<file path="src/rtl/uart_pkg.sv">
// uart_pkg: shared UART definitions.
// FSM encoding, baud shift helper and parity-type names.
package uart_pkg;

    localparam logic [2:0] ST_IDLE   = 3'd0;
    localparam logic [2:0] ST_START  = 3'd1;
    localparam logic [2:0] ST_DATA   = 3'd2;
    localparam logic [2:0] ST_PARITY = 3'd3;
    localparam logic [2:0] ST_STOP   = 3'd4;

    localparam string PAR_NONE = "no parity";
    localparam string PAR_ODD  = "odd parity";
    localparam string PAR_EVEN = "even parity";

    // Clocks per bit: the base divider scaled up for slow rates.
    function automatic logic [15:0] bit_cycles(
        input int          baud,
        input logic [15:0] div
    );
        case (baud)
            2400:    return div << 4;
            4800:    return div << 3;
            9600:    return div << 2;
            19200:   return div << 1;
            38400:   return div;
            115200:  return div;
            default: return div << 2;
        endcase
    endfunction

endpackage

</file>
<file path="src/rtl/uart_rx_fifo.sv">
// uart_rx_fifo: first-word-fall-through FIFO.
// A pop frees a full slot for a push in the same cycle.
module uart_rx_fifo #(
    parameter int WIDTH = 8,
    parameter int DEPTH = 16
) (
    input  logic             clk,
    input  logic             rst,
    input  logic             push,
    input  logic             pop,
    input  logic [WIDTH-1:0] din,
    output logic [WIDTH-1:0] dout,
    output logic             full,
    output logic             empty
);

    localparam int AW = $clog2(DEPTH);
    localparam logic [AW:0] FULL_CNT = (AW+1)'(DEPTH);

    logic [WIDTH-1:0] mem [DEPTH];
    logic [AW-1:0]    wr_ptr;
    logic [AW-1:0]    rd_ptr;
    logic [AW:0]      count;
    logic             rd_en;
    logic             wr_en;

    assign empty = (count == '0);
    assign full  = (count == FULL_CNT);
    assign rd_en = pop & ~empty;
    assign wr_en = push & (~full | rd_en);
    assign dout  = empty ? '0 : mem[rd_ptr];

    // Storage array; contents only matter behind the pointers.
    always_ff @(posedge clk) begin
        if (wr_en) mem[wr_ptr] <= din;
    end

    // Pointer and occupancy bookkeeping.
    always_ff @(posedge clk or posedge rst) begin
        if (rst) begin
            wr_ptr <= '0;
            rd_ptr <= '0;
            count  <= '0;
        end else begin
            if (wr_en) wr_ptr <= wr_ptr + 1'b1;
            if (rd_en) rd_ptr <= rd_ptr + 1'b1;
            case ({wr_en, rd_en})
                2'b10:   count <= count + 1'b1;
                2'b01:   count <= count - 1'b1;
                default: count <= count;
            endcase
        end
    end

endmodule

</file>
<file path="src/rtl/uart_rx_ctrl.sv">
// uart_rx_ctrl: UART receiver with FWFT output buffer.
// Samples mid-bit after a half-bit start qualification.
module uart_rx_ctrl
    import uart_pkg::*;
#(
    parameter int          BAUDRATE    = 115200,
    parameter logic [15:0] CLK_DIV     = 16'd868,
    parameter string       PARITY_TYPE = "no parity",
    parameter int          FIFO_DEPTH  = 16
) (
    input  logic       sys_clk,
    input  logic       sys_rst,
    input  logic       uart_rx,
    output logic [7:0] rx_data,
    output logic       rx_valid,
    input  logic       rx_ready,
    output logic       frame_err,
    output logic       parity_err,
    output logic       overflow
);

    localparam logic [15:0] BIT_CYC = bit_cycles(BAUDRATE, CLK_DIV);
    localparam logic [15:0] HALF    = BIT_CYC >> 1;
    localparam bit PAR_IS_ODD  = (PARITY_TYPE == PAR_ODD);
    localparam bit PAR_IS_EVEN = (PARITY_TYPE == PAR_EVEN);
    localparam bit PAR_EN      = PAR_IS_ODD | PAR_IS_EVEN;

    logic        rx_meta;
    logic        rxd_s;
    logic        rxd_d;
    logic [2:0]  state;
    logic [15:0] cnt;
    logic [2:0]  bit_idx;
    logic [7:0]  shreg;
    logic        par_bad;
    logic        push_q;
    logic        fe_q;
    logic        pe_q;
    logic        fifo_full;
    logic        fifo_empty;
    logic        half_tick;
    logic        bit_tick;
    logic        par_x;

    assign half_tick = (cnt == HALF - 16'd1);
    assign bit_tick  = (cnt == BIT_CYC - 16'd1);
    assign par_x     = (^shreg) ^ rxd_s;

    // Two-flop synchronizer plus one delay stage for edge detect.
    always_ff @(posedge sys_clk or posedge sys_rst) begin
        if (sys_rst) begin
            rx_meta <= 1'b1;
            rxd_s   <= 1'b1;
            rxd_d   <= 1'b1;
        end else begin
            rx_meta <= uart_rx;
            rxd_s   <= rx_meta;
            rxd_d   <= rxd_s;
        end
    end

    // Frame FSM, baud counter, shift register and result strobes.
    always_ff @(posedge sys_clk or posedge sys_rst) begin
        if (sys_rst) begin
            state   <= ST_IDLE;
            cnt     <= '0;
            bit_idx <= '0;
            shreg   <= '0;
            par_bad <= 1'b0;
            push_q  <= 1'b0;
            fe_q    <= 1'b0;
            pe_q    <= 1'b0;
        end else begin
            push_q <= 1'b0;
            fe_q   <= 1'b0;
            pe_q   <= 1'b0;
            cnt    <= cnt + 16'd1;
            case (state)
                ST_IDLE: begin
                    cnt <= '0;
                    if (rxd_d & ~rxd_s) state <= ST_START;
                end
                ST_START: begin
                    if (half_tick) begin
                        cnt     <= '0;
                        bit_idx <= '0;
                        par_bad <= 1'b0;
                        state   <= rxd_s ? ST_IDLE : ST_DATA;
                    end
                end
                ST_DATA: begin
                    if (bit_tick) begin
                        cnt     <= '0;
                        shreg   <= {rxd_s, shreg[7:1]};
                        bit_idx <= bit_idx + 3'd1;
                        if (bit_idx == 3'd7)
                            state <= PAR_EN ? ST_PARITY : ST_STOP;
                    end
                end
                ST_PARITY: begin
                    if (bit_tick) begin
                        cnt     <= '0;
                        par_bad <= PAR_IS_ODD ? ~par_x : par_x;
                        state   <= ST_STOP;
                    end
                end
                ST_STOP: begin
                    if (bit_tick) begin
                        cnt   <= '0;
                        state <= ST_IDLE;
                        if (!rxd_s)       fe_q   <= 1'b1;
                        else if (par_bad) pe_q   <= 1'b1;
                        else              push_q <= 1'b1;
                    end
                end
                default: state <= ST_IDLE;
            endcase
        end
    end

    uart_rx_fifo #(
        .WIDTH (8),
        .DEPTH (FIFO_DEPTH)
    ) u_fifo (
        .clk   (sys_clk),
        .rst   (sys_rst),
        .push  (push_q),
        .pop   (rx_ready),
        .din   (shreg),
        .dout  (rx_data),
        .full  (fifo_full),
        .empty (fifo_empty)
    );

    assign rx_valid   = ~fifo_empty;
    assign frame_err  = fe_q;
    assign parity_err = pe_q;
    assign overflow   = push_q & fifo_full & ~rx_ready;

endmodule

</file>
<file path="config.mk">
export PLATFORM = sky130hd
export DESIGN_NAME = uart_rx_ctrl
export DESIGN_NICKNAME = d
export VERILOG_FILES = /design/src/rtl/uart_pkg.sv /design/src/rtl/uart_rx_fifo.sv /design/src/rtl/uart_rx_ctrl.sv
export SDC_FILE = /design/constraint.sdc
export NUM_CORES = 1
export LEC_CHECK = 0
export CAP_MARGIN = 20
export CORE_MARGIN = 2
export CORE_UTILIZATION = 57
export CTS_BUF_LIST = sky130_fd_sc_hd__clkbuf_4
export DETAILED_ROUTE_END_ITERATION = 12
export DONT_BUFFER_PORTS = 1
export PLACE_DENSITY = 0.76
export RECOVER_POWER = 100
export REMOVE_ABC_BUFFERS = 1
export SYNTH_ARGS = -nofsm -noshare
export SYNTH_HDL_FRONTEND = slang
export SYNTH_SLANG_ARGS = --single-unit
export TNS_END_PERCENT = 50
</file>
<file path="constraint.sdc">
create_clock -name sys_clk -period 4.4 [get_ports sys_clk]
set_input_delay 1.32 -clock sys_clk [delete_from_list [all_inputs] [get_ports sys_clk]]
set_output_delay 1.32 -clock sys_clk [all_outputs]
set_load 0.02 [all_outputs]
</file>
==> After elaboration in Yosys (flattened, before gate mapping) <==
Memory sizes are Yosys's and may differ from the RTL's.
Index checks and enable logic that the tools add are counted.
{ "word_totals": {"ff_bits": 50, "ramBits": 128, "input_bits": 4, "out_inout_bits": 12, "elab_cells": 91, "mem_count": 1} }
{ "mem_list": {"columns": ["memory", "words", "width", "rd", "rd_clocked_by_memory_dff", "write_ports", "line_no", "source"], "rows": [
  ["u_fifo.mem", 16, 8, 1, 0, 1, "uart_rx_fifo.sv:20", "logic [WIDTH-1:0] mem [DEPTH];"]
]} }
{ "op_classes": {"n_addsub": 6, "eq_ne": 16, "muxes": 32, "n_bitwise": 11, "reduce_logical": 11} }
{ "op_table": {"columns": ["op", "count"], "rows": [
  ["one-hot mux 16 bit (3 select lines)", 1],
  ["2-to-1 mux 16 bit", 2],
  ["2-to-1 mux 3 bit", 8],
  ["adder 16 x 1 -> 16 bit (second input constant)", 1],
  ["equality test 16 x 10 -> 1 bit (second input constant)", 1],
  ["equality test 16 x 9 -> 1 bit (second input constant)", 1],
  ["2-to-1 mux 1 bit", 15],
  ["one-hot mux 3 bit (5 select lines)", 1],
  ["!= test 2 bit (second input constant)", 6],
  ["one-hot mux 5 bit (2 select lines)", 1],
  ["adder 4 x 1 -> 4 bit (second input constant)", 2],
  ["2-to-1 mux 8 bit", 1],
  ["parity 8 bit", 1],
  ["equality test 3 x 2 -> 1 bit (second input constant)", 2],
  ["equality test 3 bit (second input constant)", 2],
  ["one-hot mux 3 bit (2 select lines)", 1],
  ["AND reduction 3 bit", 2],
  ["AND reduction 6 bit", 1],
  ["nonzero test 2 bit", 3],
  ["adder 5 x 1 -> 5 bit (second input constant)", 1],
  ["bitwise AND 1 bit", 5],
  ["equality test 5 bit (second input constant)", 1],
  ["zero test 5 bit", 1],
  ["subtractor 5 x 1 -> 5 bit (second input constant)", 1],
  ["other kinds (12)", 15]
]} }

==> Logic depth before layout (Yosys ltp) <==
{ "depth": {"ltp_word": 7, "depth_mapped": 15, "ltp_nobuf": 12} }

==> Cells and area by module <==
Synthesis repeated with hierarchy kept, for this count alone.
{ "hier_totals": {"cells_unflattened": 469, "hier_area_um2": 7719.9} }
{ "modules_own_cells": {"columns": ["module", "instances", "cells_each", "area_per_inst_um2", "seq_area_each_um2"], "rows": [
  ["uart_rx_fifo", 1, 306, 5846.9, 4169.0],
  ["uart_rx_ctrl", 1, 163, 1873.0, 929.6]
]} }

==> Worst setup path after synthesis <==
No wires, ideal clock.
{ "synth_path": {"kind": "input-to-reg", "start": "in rx_ready", "end": "reg u_fifo.count[4]", "setup_ps": 79, "arrival_time_ps": 3113, "t_required_ps": 4321, "path_slack_ps": 1208, "cell_stages": 13, "n_path_buf": 2, "cell_sequence": "nand3b_1 > and2_1 > buf_2 > inv_1 > ha_1 > clkbuf_1 > xor2_1 > ha_1 > nand2_1 > nor2_1 > o21ai_0 > a31oi_1 > xor2_1"} }
{ "synth_via": {"elab_chain_len": 5} }
{ "synth_rtl": {"columns": ["element", "line_no", "source"], "rows": [
  ["start, declared", "uart_rx_ctrl.sv:16", "input logic rx_ready,"],
  ["bitwise AND 1 bit (*)", "uart_rx_fifo.sv:29", "assign rd_en = pop & ~empty;"],
  ["OR 1 bit", "uart_rx_fifo.sv:30", "assign wr_en = push & (~full | rd_en);"],
  ["bitwise AND 1 bit", "uart_rx_fifo.sv:30", null],
  ["equality test 2 x 1 -> 1 bit or equality test 2 bit (tied branches)", "uart_rx_fifo.sv:47", "case ({wr_en, rd_en})"],
  ["one-hot mux 5 bit (2 select lines) or nonzero test 2 bit (tied branches)", null, null],
  ["end signal, assigned", "uart_rx_fifo.sv:48", "2'b10: count <= count + 1'b1;"],
  ["end signal, assigned", "uart_rx_fifo.sv:49", "2'b01: count <= count - 1'b1;"],
  ["end signal, assigned", "uart_rx_fifo.sv:50", "default: count <= count;"],
  ["end, declared", "uart_rx_fifo.sv:23", "logic [AW:0] count;"]
]} }
Mark *: on every way between the ends. The rest lies on a longest branch, timed or not.
A chain may end at the register's enable or synchronous reset.

==> Worst setup path in the final report <==
{ "layout_path": {"start": "reg u_fifo.rd_ptr[0]", "end": "out rx_data[3]"} }
{ "layout_via": {"elab_chain_len": 2} }
{ "layout_rtl": {"columns": ["element", "line_no", "source"], "rows": [
  ["start, declared", "uart_rx_fifo.sv:22", "logic [AW-1:0] rd_ptr;"],
  ["start signal, assigned", "uart_rx_fifo.sv:46", "if (rd_en) rd_ptr <= rd_ptr + 1'b1;"],
  ["memory (16 x 8 bit)", null, null],
  ["2-to-1 mux 8 bit", "uart_rx_fifo.sv:31", "assign dout = empty ? '0 : mem[rd_ptr];"],
  ["end, declared", "uart_rx_ctrl.sv:14", "output logic [7:0] rx_data,"]
]} }
No other way between the ends.

==> qor.yml <==
synthMuxAreaShare_pct: 11.35
finalCritPeriodShare_pct: 87.12
synth_xor_area_share_pct: 3.986
drt-initial-drc-count: 367
yosysTopAreaCell: "edfxtp_1"
syn-cell-area_sq_um: 7471
grt_max_degree: 36
synthArstFlopShare_pct: 28.09
place_area_sq_um: 7630
layout.cells.non_filler: 644
layout_setup_ws_ps: 566.9
critical_path_class: "flip-flop to output port"
slew_headroom_pct: -2.210
gr-usage-all-layers_pct: 20.58
synth_ff_type: "edfxtp_1"
hold_buffers: 0
setup_tns_ps: 0
synth_area_per_cell_sq_um: 16.35
via_count: 3798
grt_first_pass_wirelength_mm: 21.40
utilization_pct: 61.84
worst_slew_pin_slew_ps: 1533
die-area_sq_um: 14040
final_nets: 475
drv_cap: 2
io_pins: 16
clk_latency_ps: 560
cp-start-kind: "flip-flop"
reg2reg_from: "cnt[0]$_DFF_PP0_"
ys_types: 49
fmax_ghz: 0.2609
p_per_area_nw_per_um2: 440.8
synthSimpleGateAreaFrac_pct: 7.754
final_max_slew_viol_count: 29
die_h_um: 118.5
synth_compound_area_share_pct: 4.405
place_congestion: 0.8352
rsz0062_at_grt: "false"
arrival_ps: 2510
synthAdderAreaFrac_pct: 2.010
ctsHtreeMaxLevel: 4
grt_overflow: 0
cts_buffers: 17
drcViolationCount: 0
die_w_um: 118.5
synth_edf_count: 128
clk_pin_slew_worst_paths_ps: 130
final_hold_viol_count: 0
status: "finished, violations left"
root_buffer: "clkbuf_4"
port_buffers: 0
cts_tree: "done"
drt-total-wl_mm: 13.40
path_max_fanout: 22
hpwl_mm: 8.550
area_delta_synth_final_pct: 5.309
hold_slack_ps: 369.8
ys_seq_elements: 178
synth_top_family_by_area: "multiplexers"
drive_above_1_share_pct: 15.68
cp.required_ps: 3080
ctsLongestPathBuffers: 2
ctsResizeCount: 0
via_per_inst: 5.898
setup_viol: 0
p_leak_nw: 3.040
postRouteAntennaNets: 0
antenna_found_initial: 0
syn-instance-count: 457
ir_drop_uv: 217.7
cts.sinks: 178
cp-startpoint: "u_fifo.rd_ptr[0]$_DFFE_PP0P_"
first_global_vias: 3881
cts_setup_buffers: 0
totalPowerFinal_mw: 3.468
synth.area.top_cells: "edfxtp_1 51%, dfrtp_1 16%, mux4_2 9.6%"
routedWlPerCell_um: 20.81
place_ws_ps: 1048
place_inst: 612
yosys_warnings: 0
violations: "capacitance limit, slew limit"
finalCriticalPeriod_ps: 3833
start_util_pct: 58.72
final_area_sq_um: 7868
dr.pass1.iters: 5
core.rowCount: 41
hold_path.class: "flip-flop to flip-flop"
synth_top_area_share_pct: 51.45
hp-start: "rx_meta$_DFF_PP1_"
clock_skew_ps: 19.16
end_kind: "output port"
synth-seq-area-share_pct: 68.25
antenna_cells: 0
core_area_sq_um: 12720
==> cell families after synthesis <==
kind of cell	count (synthesis)
flops	178
simple gates	107
compound gates	48
mux	43
buf+inv	35
xor+xnor	34
fa+ha+maj	12
==> layout by cell type (no fill, tap or decap), types with 6 or more instances in the layout <==
| cell | count |
|---|---|
| o21ai_0 | 6 |
| xor2_1 | 13 |
| mux2_1 | 6 |
| a22oi_1 | 18 |
| nand3_1 | 9 |
| nand4_1 | 7 |
| a21oi_1 | 11 |
| xnor2_1 | 21 |
| nand2_1 | 14 |
| ha_1 | 12 |
| dfrtp_1 | 46 |
| mux4_2 | 32 |
| clkbuf_4 | 18 |
| nor2_1 | 39 |
| nor2b_1 | 7 |
| inv_1 | 10 |
| edfxtp_1 | 128 |
| clkbuf_1 | 6 |
| nor3_1 | 11 |
==> power by group <==
group | switching [mW] | internal [mW] | total, mW
registers | 0.126 | 1.85 | 1.97
logic | 0.297 | 0.261 | 0.558
clock network | 0.536 | 0.399 | 0.935
==> final cells by class <==
class                   count  area (sq um)
clock buffers              18         135.1
clock inverters            14         161.4
fillers                   982          4855
inverters                  10         37.54
multi-input cells         244          2168
flip-flops and latches    178          5100
well taps                 172         215.2
repair buffers              8         50.05
==> worst max-delay path, stage by stage (launching register included) <==
cell and delay, ps:
dfrtp_2 690, buf_12 270, mux4_2 520, a22oi_1 250, a21oi_1 210
==> flip-flops by register name, indices dropped and copies added, names as in the netlist <==
| name | count |
|---|---|
| cnt | 16 |
| rxd_s | 1 |
| par_bad | 1 |
| bit_idx | 3 |
| rx_meta | 1 |
| u_fifo.rd_ptr | 4 |
| frame_err | 1 |
| u_fifo.wr_ptr | 4 |
| u_fifo.mem | 128 |
| push_q | 1 |
| u_fifo.count | 5 |
| rxd_d | 1 |
| shreg | 8 |
| state | 3 |
| parity_err | 1 |
==> final timing paths <==
kind	end	slack, ps	depth (start not counted)
worst max-delay path	rx_data[3]	570	4
worst min-delay path	rxd_s$_DFF_PP1_	370	0
worst max register to register	bit_idx[1]$_DFFE_PP0P_	1310	6
worst min register to register	rxd_s$_DFF_PP1_	370	0
max in group asynchronous	u_fifo.rd_ptr[0]$_DFFE_PP0P_	1560	2
min in group asynchronous	u_fifo.count[2]$_DFFE_PP0P_	810	1
==> Yosys cell counts, types with 2 or more instances <==
| cell | instances |
|---|---|
| inv_1 | 10 |
| xor2_1 | 13 |
| nor4_4 | 2 |
| o21ai_0 | 5 |
| buf_6 | 3 |
| nor2_1 | 39 |
| a21oi_1 | 11 |
| mux2_1 | 6 |
| a22oi_1 | 18 |
| buf_1 | 6 |
| ha_1 | 12 |
| dfstp_2 | 3 |
| nand2b_1 | 5 |
| nor2b_1 | 7 |
| clkbuf_1 | 7 |
| nand4_1 | 6 |
| nor4_1 | 2 |
| a31oi_1 | 2 |
| mux4_2 | 32 |
| nand3_1 | 9 |
| xnor2_1 | 21 |
| edfxtp_1 | 128 |
| mux2_2 | 4 |
| o31ai_1 | 2 |
| nor3_1 | 10 |
| a22o_1 | 3 |
| nand3b_1 | 3 |
| nand2_1 | 14 |
| and2_1 | 2 |
| dfrtp_1 | 47 |
| buf_2 | 7 |
==> routing by layer <==
layer,wire length [um],GRT usage [%],vias to the layer above
li1,-,-,1745
met5,0,0,-
met4,103,5.283,0
met1,5645,26.54,1940
met3,691,6.708,10
met2,6959,34.10,103
No activity file was read; power rests on OpenSTA's default activity.
